### src/rtl/mem_bus_arbiter.sv
// mem_bus_arbiter: shares one unified memory port between the instruction-fetch and data buses
module mem_bus_arbiter #(
  parameter int MEM_LATENCY = 1,
  parameter int ADDR_W = 32,
  parameter int DATA_W = 32
) (
  input  logic                  iCLK,
  input  logic                  iRST,
  input  logic                  iIReq,
  input  logic [ADDR_W-1:0]     iIAddress,
  output logic                  oIAck,
  output logic [DATA_W-1:0]     oIReadData,
  output logic                  oIStall,
  input  logic                  iDReq,
  input  logic                  iDWrite,
  input  logic [DATA_W/8-1:0]   iDByteEnable,
  input  logic [ADDR_W-1:0]     iDAddress,
  input  logic [DATA_W-1:0]     iDWriteData,
  output logic                  oDAck,
  output logic [DATA_W-1:0]     oDReadData,
  output logic                  oDStall,
  output logic                  oMemReadEnable,
  output logic                  oMemWriteEnable,
  output logic [DATA_W/8-1:0]   oMemByteEnable,
  output logic [ADDR_W-1:0]     oMemAddress,
  output logic [DATA_W-1:0]     oMemWriteData,
  input  logic [DATA_W-1:0]     iMemReadData,
  output logic                  oBusy
);
  localparam logic [0:0] IDLE = 1'b0;
  localparam logic [0:0] ACCESS = 1'b1;
  localparam logic OWN_I = 1'b0;
  localparam logic OWN_D = 1'b1;
  localparam logic [3:0] CNT_TOP = 4'(MEM_LATENCY - 1);
  logic [0:0] state_q, state_d;
  logic owner_q, owner_d, last_q, last_d;
  logic [3:0] count_q, count_d;
  logic [DATA_W-1:0] iread_q, iread_d, dread_q, dread_d;
  logic access, fin, ack_i, ack_d, d_load, grant, winner, mem_i, mem_d;
  assign access = state_q == ACCESS;
  assign fin = access && count_q == 4'd0;
  assign ack_i = fin && owner_q == OWN_I;
  assign ack_d = fin && owner_q == OWN_D;
  assign d_load = ack_d && !iDWrite;
  assign mem_i = access && owner_q == OWN_I;
  assign mem_d = access && owner_q == OWN_D;
  // Arbitration: in IDLE the non-last winner takes ties; in the final ACCESS cycle only the non-owner may chain in
  always_comb begin
    grant = access ? (fin && (owner_q == OWN_I ? iDReq : iIReq)) : (iIReq || iDReq);
    winner = access ? ~owner_q : ((iIReq && iDReq) ? ~last_q : iDReq);
    state_d = (grant || (access && !fin)) ? ACCESS : IDLE;
    owner_d = grant ? winner : owner_q;
    last_d = grant ? winner : last_q;
    count_d = grant ? CNT_TOP : ((access && !fin) ? count_q - 4'd1 : count_q);
    iread_d = ack_i ? iMemReadData : iread_q;
    dread_d = d_load ? iMemReadData : dread_q;
  end
  // Memory drive and requester responses, all derived from the current owner
  always_comb begin
    oIAck = ack_i;
    oDAck = ack_d;
    oIReadData = ack_i ? iMemReadData : iread_q;
    oDReadData = d_load ? iMemReadData : dread_q;
    oIStall = iIReq && !ack_i;
    oDStall = iDReq && !ack_d;
    oMemReadEnable = mem_i || (mem_d && !iDWrite);
    oMemWriteEnable = mem_d && iDWrite;
    oMemByteEnable = mem_i ? '1 : (mem_d ? iDByteEnable : '0);
    oMemAddress = mem_i ? iIAddress : (mem_d ? iDAddress : '0);
    oMemWriteData = mem_d ? iDWriteData : '0;
    oBusy = access;
  end
  // State registers; reset aborts any access in flight and favours I on the first tie
  always_ff @(posedge iCLK or posedge iRST) begin
    if (iRST) begin
      state_q <= IDLE;
      owner_q <= OWN_I;
      last_q <= OWN_D;
      count_q <= 4'd0;
      iread_q <= '0;
      dread_q <= '0;
    end else begin
      state_q <= state_d;
      owner_q <= owner_d;
      last_q <= last_d;
      count_q <= count_d;
      iread_q <= iread_d;
      dread_q <= dread_d;
    end
  end
endmodule

### config.mk
export PLATFORM = sky130hd
export DESIGN_NAME = mem_bus_arbiter
export DESIGN_NICKNAME = d
export VERILOG_FILES = /design/src/rtl/mem_bus_arbiter.sv
export SDC_FILE = /design/constraint.sdc
export NUM_CORES = 1
export LEC_CHECK = 0
export BUFFER_PORTS_ARGS = -buffer_cell sky130_fd_sc_hd__buf_2
export CAP_MARGIN = 20
export CORE_MARGIN = 4
export CORE_UTILIZATION = 36
export DETAILED_ROUTE_END_ITERATION = 16
export PLACE_DENSITY = 0.89
export SLEW_MARGIN = 20
export SYNTH_ARGS = -nofsm -noshare
export SYNTH_HDL_FRONTEND = slang
export SYNTH_SLANG_ARGS = --single-unit
### constraint.sdc
create_clock -name iCLK -period 2 [get_ports iCLK]
set_clock_uncertainty 0.2 [all_clocks]
set_input_delay 0.1 -clock iCLK [delete_from_list [all_inputs] [get_ports iCLK]]
set_output_delay 0.1 -clock iCLK [all_outputs]
set_load 0.005 [all_outputs]
; ---- Word-level counts from Yosys, hierarchy flattened
; Index checks and enable logic that the tools add are counted.
[classes]
addsub = 1
multipliers = 0
n_div = 0
order_cmp = 0
n_eq_ne = 0
shifts = 0
mux = 14
bitwise = 2
reduce_logical = 22
[ops]
columns = cell, count
row1 = 32-bit two-way mux, 5
row2 = 4-bit two-way mux, 4
row3 = 1-bit logical AND, 13
row4 = 1-bit two-way mux, 5
row5 = 1-bit logical NOT, 4
row6 = 4-bit logical NOT, 1
row7 = 4-bit by 1-bit subtractor with 4-bit output (second input constant), 1
row8 = 1-bit logical OR, 3
row9 = 1-bit inverter, 2
row10 = 2-bit nonzero test, 1
[word_totals]
ff_bits = 71
latchBits = 0
ramBits = 0
mem_bits_ro = 0
out_inout_bits = 139
word_cells = 45
memories = 0

; ---- Depth between registers and ports, before layout
; Gate-level depths: netlist of run 1.
[logic_depth]
word_depth = 6
depth_mapped = 6
mapped_depth_nobuf = 5

; ---- Least setup slack after synthesis of run 1
; Ideal clock, no wire load.
[synth_path]
kind = reg-to-reg
startpoint = register count_q[0]
endpoint = register dread_q[5]
t_arrival_ns = 1.799
setup_slack_ns = -0.138
stages_incl_launch_ff = 7
path_buffers = 1
synth_period_minus_slack_ns = 2.138
path_cell_list = dfrtp_1 -> inv_1 -> ha_1 -> or3b_4 -> nor3_4 -> buf_6 -> mux2_1
[synth_via]
elab_chain_cells = 5
[synth_lines]
columns = item, line_no
row1 = "start, declared", 37  ; logic [3:0] count_q, count_d;
row2 = "start signal, assigned", 86  ; count_q <= count_d;
row3 = 4-bit logical NOT, 41  ; assign fin = access && count_q == 4'd0;
row4 = 1-bit logical AND, 41
row5 = 1-bit logical AND, 43  ; assign ack_d = fin && owner_q == OWN_D;
row6 = 1-bit logical AND, 44  ; assign d_load = ack_d && !iDWrite;
row7 = 32-bit two-way mux, -
row8 = net oDReadData[5], 20  ; output logic [DATA_W-1:0] oDReadData,
row9 = "end signal, assigned", 88  ; dread_q <= dread_d;
row10 = "end, declared", 38  ; logic [DATA_W-1:0] iread_q, iread_d, dread_q, dread_d;
; The timed path passes the listed nets, and every way through them passes these cells.
; A chain may end at the register's enable or synchronous reset.

; ---- Worst setup path in the final report of run 1
[layout_path]
startpoint = register count_q[0]
endpoint = output port oDReadData[4]
[layout_via]
elab_chain_cells = 5
[layout_lines]
columns = item, line_no
row1 = 4-bit logical NOT, 41
row2 = 1-bit logical AND, 41
row3 = 1-bit logical AND, 43
row4 = 1-bit logical AND, 44
row5 = 32-bit two-way mux, 63  ; oDReadData = d_load ? iMemReadData : dread_q;
row6 = "end, declared", 20
; Every way passes these cells.

==> run metrics, run 1 <==
status=finished with violations; violations in the final reports=setup timing; detailed-routing iteration count for the pre-antenna-repair pass=4; number of nets still failing antenna checks after routing=0; max-cap viol count=0; number of antenna repair diodes=0; highest ir drop seen on vdd=0.000843 V; final design instance area without fill=0.00636 mm²; leakage power of the design=between 3 and 4 nW; slew at the pin closest to its max-slew limit=360 ps; Chip Width=between 100 and 150 µm; antenna violations before repair=0; cell with the largest stage delay on the worst path=sky130_fd_sc_hd__dfrtp_1; Detailed Place HPWL=8930 µm; end-of-flow core utilization=65.4%; Die Outline Area=~0.012 mm²; clock tree buffer depth=2; routed via count divided by cell count=slightly below 5; Final WS setup=-632 ps; global-route congestion overflow total=0; final cycle utilization of the critical path=132%; net total in the final layout=786; DRC viols=0; startpoint kind of the worst setup timing path=register; synthesis-to-layout area growth=77.1%; Core Rows=36; relative max-transition margin=between 70% and 80%; Detailed Route Iter0 Violations=about 220; series of cell instances along the critical path=inv_2, ha_4, or3b_4, nor3_4, buf_4, buf_16, mux2_2, buf_2; standard cell core area=between 0.009 and 0.01 mm²; H-tree lvl count=3; sequential share of the synthesized area=roughly half; Place WS=-224 ps; end of the critical path=oDReadData[4]; WP data required=between 1500 and 2000 ps; category of the most critical setup path=reg -> out; crit path from=count_q[0]$_DFFE_PP0P_; placed inst area=0.00522 mm²; syn nets=between 400 and 500; total standard cell area after synthesis=between 0.003 and 0.004 mm²; via count of the first global-routing pass=3974; mean area per synthesized cell=11.7 µm²; sum of routed wire length over all layers=about 14000 µm; class of the most critical hold timing path=in -> async; initial core utilization=between 30% and 40%; cts bufs inserted=9; beginning of the worst register-to-register path=count_q[0]$_DFFE_PP0P_; net switching power figure=3.37 mW; clock latency reported for the late side of the worst-skew pair=~340 ps; Vias=3795; internal power=6.09 mW; worst reg2reg path endpoint=iread_q[10]$_DFF_PP0_; arrival time worst endpoint=2330 ps; count of synthesis-stage warnings from yosys=0; global-route wire length before repair=20600 µm; maximum single-stage delay on the critical path=400 ps; post-synthesis cell type with the largest combined area=sky130_fd_sc_hd__dfrtp_1; fraction of layout cells with a size suffix above 1=62.9%; fraction of power spent switching nets=35.6%; number of storage elements in the synthesis netlist=between 70 and 80; Max Transition Viols Final=0; worst reg-to-reg path cell count=11; CTS root buf=sky130_fd_sc_hd__clkbuf_8; maximum number of pins on one net before global-route repair=73; nature of the critical path endpoint=output port; Max Fanout on Critical Path=16; Port-buffer cells=275; Final setup violation count=128; biggest area contributors in the synthesized netlist=sky130_fd_sc_hd__dfrtp_1 (49%), sky130_fd_sc_hd__mux2_2 (19%), sky130_fd_sc_hd__mux2i_1 (9.7%); count of cell types in the netlist=30; Final Hold Viols=0; slack of the worst reg-to-reg path=-290 ps; post-route minimum period=2630 ps; final-layout setup total negative slack=-42150 ps; area share of the largest cell type after synthesis=48.7%; total power consumption of the routed design=9.46 mW; FMAX=about 380 MHz; placer's final routability congestion estimate=0.911; power per cell area=1490 mW/mm²; I/O pin total=~280; clock sink total=71; Post-Syn Instances=around 310; DR WL/cell=17.6 µm; relative contribution of combinational cells to total power=about three fifths; TritonCTS clock tree=yes; clock share of power=between 10% and 20%; vertical die dimension=108 µm; sequential group share of total power=25.6%; gr usage total=22.6%; Reg clk slew, reported paths=90 ps; RSZ-0062 raised after global routing=yes
==> state kept, by name (all words and copies together), names as in the netlist <==
signal and flops:
count_q 4, dread_q 32, iread_q 32, last_q 1, oBusy 1, owner_q 1
==> cell usage in the layout, fill, tap and decap left out, types with 8 or more instances in the layout <==
master and count:
sky130_fd_sc_hd__and3_1 33, sky130_fd_sc_hd__buf_4 17, sky130_fd_sc_hd__mux2_4 28, sky130_fd_sc_hd__a21oi_1 8
sky130_fd_sc_hd__dlygate4sd3_1 35, sky130_fd_sc_hd__nor2_1 36, sky130_fd_sc_hd__buf_2 259, sky130_fd_sc_hd__dfrtp_1 69
sky130_fd_sc_hd__clkbuf_8 10, sky130_fd_sc_hd__mux2i_1 35, sky130_fd_sc_hd__buf_6 28, sky130_fd_sc_hd__mux2_2 36
sky130_fd_sc_hd__buf_12 10
==> how the worst min path moves through the flow <==
stage | end | startpoint | depth (start not counted)
finish | iread_q[1]$_DFF_PP0_ | iRST | 4
global route | iread_q[13]$_DFF_PP0_ | iRST | 4
CTS | iread_q[1]$_DFF_PP0_ | iRST | 4
detailed placement | dread_q[12]$_DFF_PP0_ | iRST | 3
global placement | iread_q[9]$_DFF_PP0_ | iRST | 3
floorplan | last_q$_DFFE_PP1P_ | iDReq | 2
==> per-stage QoR <==
step | cells | hold slack, ps
final | 786 | 219
after global routing | 786 | 249
after CTS | 780 | 226
after detailed placement | 709 | 34.8
after global placement | 709 | 25.6
after floorplan | 307 | 29.9
==> timing repair <==
action | in CTS | in global routing
hold buffers | 35 | 0
buffers inserted | 14 | 10
endpoints found under the hold margin | 140 | 0
endpoints found under the setup margin | 134 | 151
resized for setup | 45 | 25
pin swaps | 0 | 2
cloned | 6 | 1
==> logic make-up after synthesis <==
kind of cell    after synthesis  synth area share [%]
mux                          99                  29.8
simple gates                 88                  12.9
flops                        71                  49.5
buf+inv                      32                  4.70
compound gates               16                  2.79
fa+ha+maj                     1                 0.348
==> power groups by stage <==
stage	sequential [mW]	clock, mW	combinational [mW]
floorplan	2.33	0	2.54
global placement	2.37	0	4.37
detailed placement	2.41	0	4.56
CTS	2.41	1.22	5.44
global route	2.50	1.30	6.27
finish	2.43	1.19	5.84
==> final cells by class <==
type | count | area, µm²
Tap cell | 133 | 166
Multi-Input combinational cell | 204 | 1800
Inverter | 10 | 43.8
Clock buffer | 11 | 141
Fill cell | 697 | 3370
Timing Repair Buffer | 352 | 2370
Clock inverter | 5 | 63.8
Sequential cell | 71 | 1780
==> critical path, delay by kind of cell, from the launching register on <==
family	cells	cell delay, ps
buf+inv	4	540
simple gates	2	530
flops	1	400
mux	1	370
fa+ha+maj	1	140
==> synth_stat cells (all sizes together) <==
cell / number
nand2: 6
a21oi: 8
dfrtp: 70
nor2: 37
clkbuf: 13
inv: 9
mux2: 64
or3b: 1
nand2b: 1
o211ai: 1
nor3b: 1
and3: 33
a32oi: 2
o31ai: 1
ha: 1
a31o: 1
nor2b: 3
a31oi: 2
o22ai: 1
dfstp: 1
nand3: 2
nor3: 3
mux2i: 35
clkinv: 1
nand3b: 1
buf: 9
==> layer usage <==
metal  part of all wire (%)  track usage (%)  vias up
met5                      0                0        -
met4                    1.7             7.57        0
met3                    8.4             6.12       24
met2                     53             41.8      184
met1                     37             24.8     1830
li1                       -                -     1757
Note: power is estimated with default switching activity, not from simulation.
==> inputs of run 2 (changes only) <==
==> config.mk (replaced) <==
export PLATFORM = sky130hd
export DESIGN_NAME = mem_bus_arbiter
export DESIGN_NICKNAME = d
export VERILOG_FILES = /design/src/rtl/mem_bus_arbiter.sv
export SDC_FILE = /design/constraint.sdc
export NUM_CORES = 1
export LEC_CHECK = 0
export ABC_AREA = 0
export CAP_MARGIN = 20
export CORE_AREA = 4 4 106 108
export DETAILED_ROUTE_END_ITERATION = 16
export DIE_AREA = 0 0 110 112
export DONT_BUFFER_PORTS = 1
export PLACE_DENSITY = 0.52
export SLEW_MARGIN = 20
export SYNTH_ARGS = -nofsm -noshare
export SYNTH_HDL_FRONTEND = slang
export SYNTH_SLANG_ARGS = --single-unit
==> run metrics, run 2 (synthesis gave the netlist of run 1 again) <==
status=finished with violations (unchanged); violations in the final reports=setup timing (unchanged); maximum number of pins on one net before global-route repair=71 (was 73); slew at the pin closest to its max-slew limit=681 ps (was 360 ps); Vias=2672 (was 3795); beginning of the worst register-to-register path=count_q[0]$_DFFE_PP0P_ (unchanged); Min-Delay Endpoint=dread_q[12]$_DFF_PP0_; Final WS setup=-490 ps (was -632 ps); count of placed standard cells in the final layout, fillers left out=510 (was 786); WP data required=1700 ps (about the same); nature of the critical path endpoint=output port (unchanged); worst reg2reg path endpoint=dread_q[15]$_DFF_PP0_ (was iread_q[10]$_DFF_PP0_); Die Outline Area=0.0123 mm² (was 0.0116 mm²); instance count after placement with tap cells included=438 (was 709); TritonCTS clock tree=yes (unchanged); detailed-routing iteration count for the pre-antenna-repair pass=4 (unchanged); placed inst area=0.00384 mm² (was 0.00522 mm²); buffer and inverter count on the worst path=3 (was 4); largest registers=dread_q: 32 flops, iread_q: 32 flops, count_q: 4 flops (unchanged); clock latency reported for the late side of the worst-skew pair=330 ps (was 340 ps); number of antenna repair diodes=0 (unchanged); Detailed Place HPWL=7440 µm (was 8930 µm); H-tree lvl count=3 (unchanged); slack of the worst reg-to-reg path=-180 ps (was -290 ps); maximum single-stage delay on the critical path=400 ps (about the same); class of the most critical hold timing path=in -> reg (was in -> async); fraction of layout cells with a size suffix above 1=36.1% (was 62.9%); Core Rows=37 (was 36); antenna violations before repair=0 (unchanged); worst reg-to-reg path cell count=7 (was 11); layout filler cell count=903 (was 697); RSZ-0062 raised after global routing=yes (unchanged); series of cell instances along the critical path=inv_2, ha_4, or3b_4, nor3_4, buf_6, clkbuf_16, mux2_2 (was inv_2, ha_4, or3b_4, nor3_4, buf_4, buf_16, mux2_2, buf_2); vertical die dimension=112 µm (was 108 µm); Port-buffer cells=0 (was 275); top library cells by usage in the layout, fill and taps aside=sky130_fd_sc_hd__dfrtp_1 (68), sky130_fd_sc_hd__nor2_1 (36), sky130_fd_sc_hd__mux2i_1 (35), sky130_fd_sc_hd__mux2_2 (35), sky130_fd_sc_hd__dlygate4sd3_1 (35) (was sky130_fd_sc_hd__buf_2 (259), sky130_fd_sc_hd__dfrtp_1 (69), sky130_fd_sc_hd__nor2_1 (36), sky130_fd_sc_hd__mux2_2 (36)); leakage power of the design=2.33 nW (was 3.52 nW); FMAX=402 MHz (was 380 MHz); Max Transition Viols Final=0 (unchanged); final design instance area without fill=0.00481 mm² (was 0.00636 mm²); synthesis-to-layout area growth=33.8% (was 77.1%); DR WL/cell=21.3 µm (was 17.6 µm); Final Hold Viols=0 (unchanged); Detailed Route Iter0 Violations=122 (was 215); highest ir drop seen on vdd=0.000824 V (was 0.000843 V); Final setup violation count=116 (was 128); hold_sp=iDWrite; post-route minimum period=2490 ps (was 2630 ps); max-cap viol count=0 (unchanged); gr usage total=16.3% (was 22.6%); via count of the first global-routing pass=2709 (was 3974); area occupied by multi-input gates=0.00180 mm² (about the same); global-route congestion overflow total=0 (unchanged); relative max-transition margin=54.5% (was 76.0%); startpoint kind of the worst setup timing path=register (unchanged); register area=0.00178 mm² (about the same); Place WS=-185 ps (was -224 ps); CTS root buf=sky130_fd_sc_hd__clkbuf_8 (unchanged); tightest hold margin=46.0 ps (was 219 ps); DRC viols=0 (unchanged); end-of-flow core utilization=47.0% (was 65.4%); Chip Width=110 µm (was 108 µm); number of nets still failing antenna checks after routing=0 (unchanged); arrival time worst endpoint=2190 ps (was 2330 ps); Max Fanout on Critical Path=8 (was 16); family of cells with the greatest summed delay on the critical path=simple AND/OR/NAND/NOR gates (was buffers and inverters); final cycle utilization of the critical path=124% (was 132%); clock tree buffer depth=2 (unchanged); clock sink total=71 (unchanged); routed via count divided by cell count=5.24 (was 4.83); initial core utilization=35.1% (was 36.9%); leading cell type in the layout, fill and taps excluded=sky130_fd_sc_hd__dfrtp_1 (was sky130_fd_sc_hd__buf_2); global-route wire length before repair=15500 µm (was 20600 µm); cell with the largest stage delay on the worst path=sky130_fd_sc_hd__dfrtp_1 (unchanged); standard cell core area=0.0102 mm² (was 0.00973 mm²); power per cell area=1550 mW/mm² (was 1490 mW/mm²); placer's final routability congestion estimate=0.762 (was 0.911); sum of routed wire length over all layers=10800 µm (was 13800 µm); cts bufs inserted=9 (unchanged); category of the most critical setup path=reg -> out (unchanged); Reg clk slew, reported paths=90 ps (about the same); net total in the final layout=507 (was 786); I/O pin total=276 (unchanged); instance count along the most critical hold path=3
[run 2: changes by cell type in the layout (fill, tap and decap cells not counted), sizes merged]
cell / before / now
bufinv: 1 / 0
inv: 11 / 9
clkinv: 1 / 5
clkbuf: 12 / 11
buf: 316 / 37
[run 2: final cells by class]
cell class	count	share of cell area, %
Clock buffer	10	2.86
Clock inverter	6	0.911
Inverter	10	0.859
Multi-Input combinational cell	204	37.5
Sequential cell	71	37.0
Tap cell	136	3.54
Timing Repair Buffer	73	17.3
[run 2: worst min-delay path, cell delays in order]
cell and delay [ps]:
sky130_fd_sc_hd__nor3_4 30, sky130_fd_sc_hd__buf_4 190, sky130_fd_sc_hd__mux2_4 230
[run 2: through the flow]
stage,power [mW],setup TNS (ps)
floorplan,4.87,-6240
global route,7.98,-43660
detailed placement,5.64,-9330
global placement,5.59,-7200
finish,7.44,-31250
CTS,7.25,-33570
[run 2: per-layer routing]
metal,vias to the layer above,global-route usage [%],wire (µm)
li1,1199,-,-
met1,1335,20.6,4340
met2,132,26.7,5480
met3,6,5.33,938
met4,0,3.99,81
met5,-,0,0
[run 2: how the worst max path moves through the flow]
stage,start,to,slack [ps],cells after the start
after floorplan,count_q[1]$_DFFE_PP0P_,dread_q[10]$_DFF_PP0_,-130,6
after global placement,count_q[1]$_DFFE_PP0P_,dread_q[2]$_DFF_PP0_,-150,6
after detailed placement,count_q[1]$_DFFE_PP0P_,dread_q[31]$_DFF_PP0_,-190,6
after CTS,count_q[0]$_DFFE_PP0P_,oDReadData[31],-520,7
after global routing,count_q[1]$_DFFE_PP0P_,oDReadData[15],-610,7
final,count_q[0]$_DFFE_PP0P_,oDReadData[4],-490,7
[run 2: what timing repair did]
item | in CTS | in global routing
hold buffers | 35 | 0
gates resized for setup | 25 | 32
pin swaps | 1 | 2
setup buffers | 9 | 11
gates cloned | 7 | 1
endpoints found under the hold margin | 142 | 0
setup endpoints to repair | 101 | 134
[run 2: report_power, final]
group	internal [mW]	leakage, nW	total [mW]	switching [mW]
Combinational	2.00	1.40	3.99	1.98
Sequential	2.16	0.836	2.41	0.244
Clock	0.488	0.0926	1.05	0.563
Total	4.65	2.33	7.44	2.79
==> inputs of run 3 (changes only) <==
--- a/config.mk
+++ b/config.mk
@@ -12,6 +12,7 @@
 export DIE_AREA = 0 0 110 112
 export DONT_BUFFER_PORTS = 1
 export PLACE_DENSITY = 0.52
+export SETUP_SLACK_MARGIN = 0.4
 export SLEW_MARGIN = 20
 export SYNTH_ARGS = -nofsm -noshare
 export SYNTH_HDL_FRONTEND = slang
==> run metrics, run 3 (synthesis gave the netlist of run 1 again) <==
maximum number of pins on one net before global-route repair=40 (was 71); fraction of layout cells with a size suffix above 1=50.1% (was 36.1%); WP data required=1700 ps (about the same); Port-buffer cells=0 (unchanged); placer's final routability congestion estimate=0.792 (was 0.762); slew at the pin closest to its max-slew limit=449 ps (was 681 ps); clock sink total=71 (unchanged); H-tree lvl count=3 (unchanged); sum of routed wire length over all layers=12800 µm (was 10800 µm); clock share of power=12.6% (was 14.1%); synthesis-to-layout area growth=58.4% (was 33.8%); CTS root buf=sky130_fd_sc_hd__clkbuf_8 (unchanged); end-of-flow core utilization=55.6% (was 47.0%); DRC viols=0 (unchanged); sum of routed wire segments on met1=4840 µm (was 4340 µm); routed length on met2=6680 µm (was 5480 µm); DR WL/cell=23.7 µm (was 21.3 µm); Detailed Route Iter0 Violations=165 (was 122); FMAX=401 MHz (was 402 MHz); sequential group share of total power=26.4% (was 32.3%); antenna violations before repair=0 (unchanged); internal power=5.86 mW (was 4.65 mW); relative contribution of combinational cells to total power=61.1% (was 53.5%); number of antenna repair diodes=0 (unchanged); clock tree buffer depth=2 (unchanged); Vias=2860 (was 2672); I/O pin total=276 (unchanged); count of placed standard cells in the final layout, fillers left out=539 (was 510); status=finished with violations (unchanged); net switching power figure=3.27 mW (was 2.79 mW); series of cell instances along the critical path=inv_2, ha_4, or3b_4, nor3_4, buf_6, clkbuf_16, mux2_2 (unchanged); buffer and inverter count on the worst path=3 (unchanged); Max Transition Viols Final=0 (unchanged); clock latency reported for the late side of the worst-skew pair=340 ps (was 330 ps); number of nets still failing antenna checks after routing=0 (unchanged); global-route wire length before repair=17800 µm (was 15500 µm); routed via count divided by cell count=5.31 (was 5.24); power per cell area=1600 mW/mm² (was 1550 mW/mm²); global-route congestion overflow total=0 (unchanged); max-cap viol count=0 (unchanged); standard cell core area=0.0102 mm² (unchanged); vertical die dimension=112 µm (unchanged); Die Outline Area=0.0123 mm² (unchanged); via count of the first global-routing pass=3038 (was 2709); final design instance area without fill=0.00569 mm² (was 0.00481 mm²); Core Rows=37 (unchanged); net total in the final layout=536 (was 507); final cycle utilization of the critical path=125% (was 124%); Final setup violation count=168 (was 116); highest ir drop seen on vdd=0.000713 V (was 0.000824 V); initial core utilization=35.1% (unchanged); layout filler cell count=818 (was 903); Reg clk slew, reported paths=90 ps (about the same); beginning of the worst register-to-register path=count_q[0]$_DFFE_PP0P_ (unchanged); family of cells with the greatest summed delay on the critical path=simple AND/OR/NAND/NOR gates (unchanged); maximum single-stage delay on the critical path=400 ps (about the same); gr usage total=19.3% (was 16.3%); Detailed Place HPWL=7660 µm (was 7440 µm); instance count after placement with tap cells included=436 (was 438); Max Fanout on Critical Path=7 (was 8); Final Hold Viols=0 (unchanged); top library cells by usage in the layout, fill and taps aside=sky130_fd_sc_hd__dfrtp_1 (68), sky130_fd_sc_hd__mux2_2 (37), sky130_fd_sc_hd__dlygate4sd3_1 (35) (was sky130_fd_sc_hd__dfrtp_1 (68), sky130_fd_sc_hd__nor2_1 (36), sky130_fd_sc_hd__mux2i_1 (35), sky130_fd_sc_hd__mux2_2 (35), sky130_fd_sc_hd__dlygate4sd3_1 (35)); Met3 Routed Length=1060 µm (was 938 µm); largest registers=dread_q: 32 flops, iread_q: 32 flops, count_q: 4 flops (unchanged); placed inst area=0.00381 mm² (was 0.00384 mm²); crit path from=count_q[0]$_DFFE_PP0P_ (unchanged); fraction of power spent switching nets=35.8% (was 37.5%); cts bufs inserted=9 (unchanged); startpoint kind of the worst setup timing path=register (unchanged); relative max-transition margin=70.0% (was 54.5%); class of the most critical hold timing path=in -> async (was in -> reg); leading cell type in the layout, fill and taps excluded=sky130_fd_sc_hd__dfrtp_1 (unchanged); TritonCTS clock tree=yes (unchanged); post-route minimum period=2490 ps (about the same); arrival time worst endpoint=2190 ps (about the same); nature of the critical path endpoint=output port (unchanged); leakage power of the design=2.63 nW (was 2.33 nW); highest metal layer with signal wires=met4 (unchanged); Chip Width=110 µm (unchanged); category of the most critical setup path=reg -> out (unchanged); Final WS setup=-492 ps (was -490 ps); violations in the final reports=setup timing (unchanged); RSZ-0062 raised after global routing=yes (unchanged); detailed-routing iteration count for the pre-antenna-repair pass=5 (was 4); cell with the largest stage delay on the worst path=sky130_fd_sc_hd__dfrtp_1 (unchanged)
[run 3: layout make-up]
cell class / count / area (µm²) / share of cell area, %
multi-input combinational: 204 / 2050 / 36.1
sequential: 71 / 1780 / 31.3
timing repair buffer: 102 / 1450 / 25.5
tap: 136 / 170 / 2.99
clock buffer: 10 / 128 / 2.24
clock inverter: 6 / 67.6 / 1.19
inverter: 10 / 42.5 / 0.747
[run 3: repair_timing]
action                                  CTS  global route
buffers inserted                         23            10
hold buffers                             35             0
pin swaps                                20            14
cloned                                   17             2
gates resized for setup                  99            27
hold endpoints to repair                142             0
endpoints found under the setup margin  205           207
[run 3: metrics by stage]
stage | setup WS [ps] | hold slack [ps] | total power [mW] | TNS, ps
floorplan | -128 | 29.9 | 4.87 | -6240
global placement | -172 | -233 | 5.53 | -8760
detailed placement | -234 | -233 | 5.59 | -12280
CTS | -490 | 4.50 | 8.64 | -31120
global route | -559 | 14.9 | 9.64 | -51690
finish | -492 | 6.13 | 9.13 | -40810
[run 3: worst reg2reg max path, stage by stage, from the launching register on]
cell and delay, ps:
sky130_fd_sc_hd__dfrtp_1 400, sky130_fd_sc_hd__inv_2 100, sky130_fd_sc_hd__ha_4 130, sky130_fd_sc_hd__or3b_4 390, sky130_fd_sc_hd__nor3_4 160, sky130_fd_sc_hd__buf_6 150
sky130_fd_sc_hd__clkbuf_16 160, sky130_fd_sc_hd__mux2_2 370
[run 3: final timing paths]
path | endpoint | slack (ps) | cells past startpoint
worst max-delay path | oDReadData[9] | -490 | 7
worst min-delay path | iread_q[11]$_DFF_PP0_ | 6 | 2
worst max register to register | dread_q[24]$_DFF_PP0_ | -170 | 7
worst min register to register | iread_q[8]$_DFF_PP0_ | 310 | 1
max in group asynchronous | dread_q[8]$_DFF_PP0_ | 980 | 3
min in group iCLK | oMemReadEnable | 40 | 1
[run 3: metal layers]
layer  up-vias  global-route usage [%]
met3        14                    6.61
met1      1441                    22.4
met4         0                    5.15
li1       1263                       -
met5         -                       0
met2       142                    33.3
[run 3: power groups by stage]
stage	combinational [mW]	sequential, mW	clock (mW)
6_report	5.58	2.41	1.15
4_1_cts	5.06	2.39	1.18
2_1_floorplan	2.54	2.33	0
3_3_place_gp	3.14	2.39	0
5_1_grt	5.91	2.47	1.26
3_5_place_dp	3.18	2.40	0
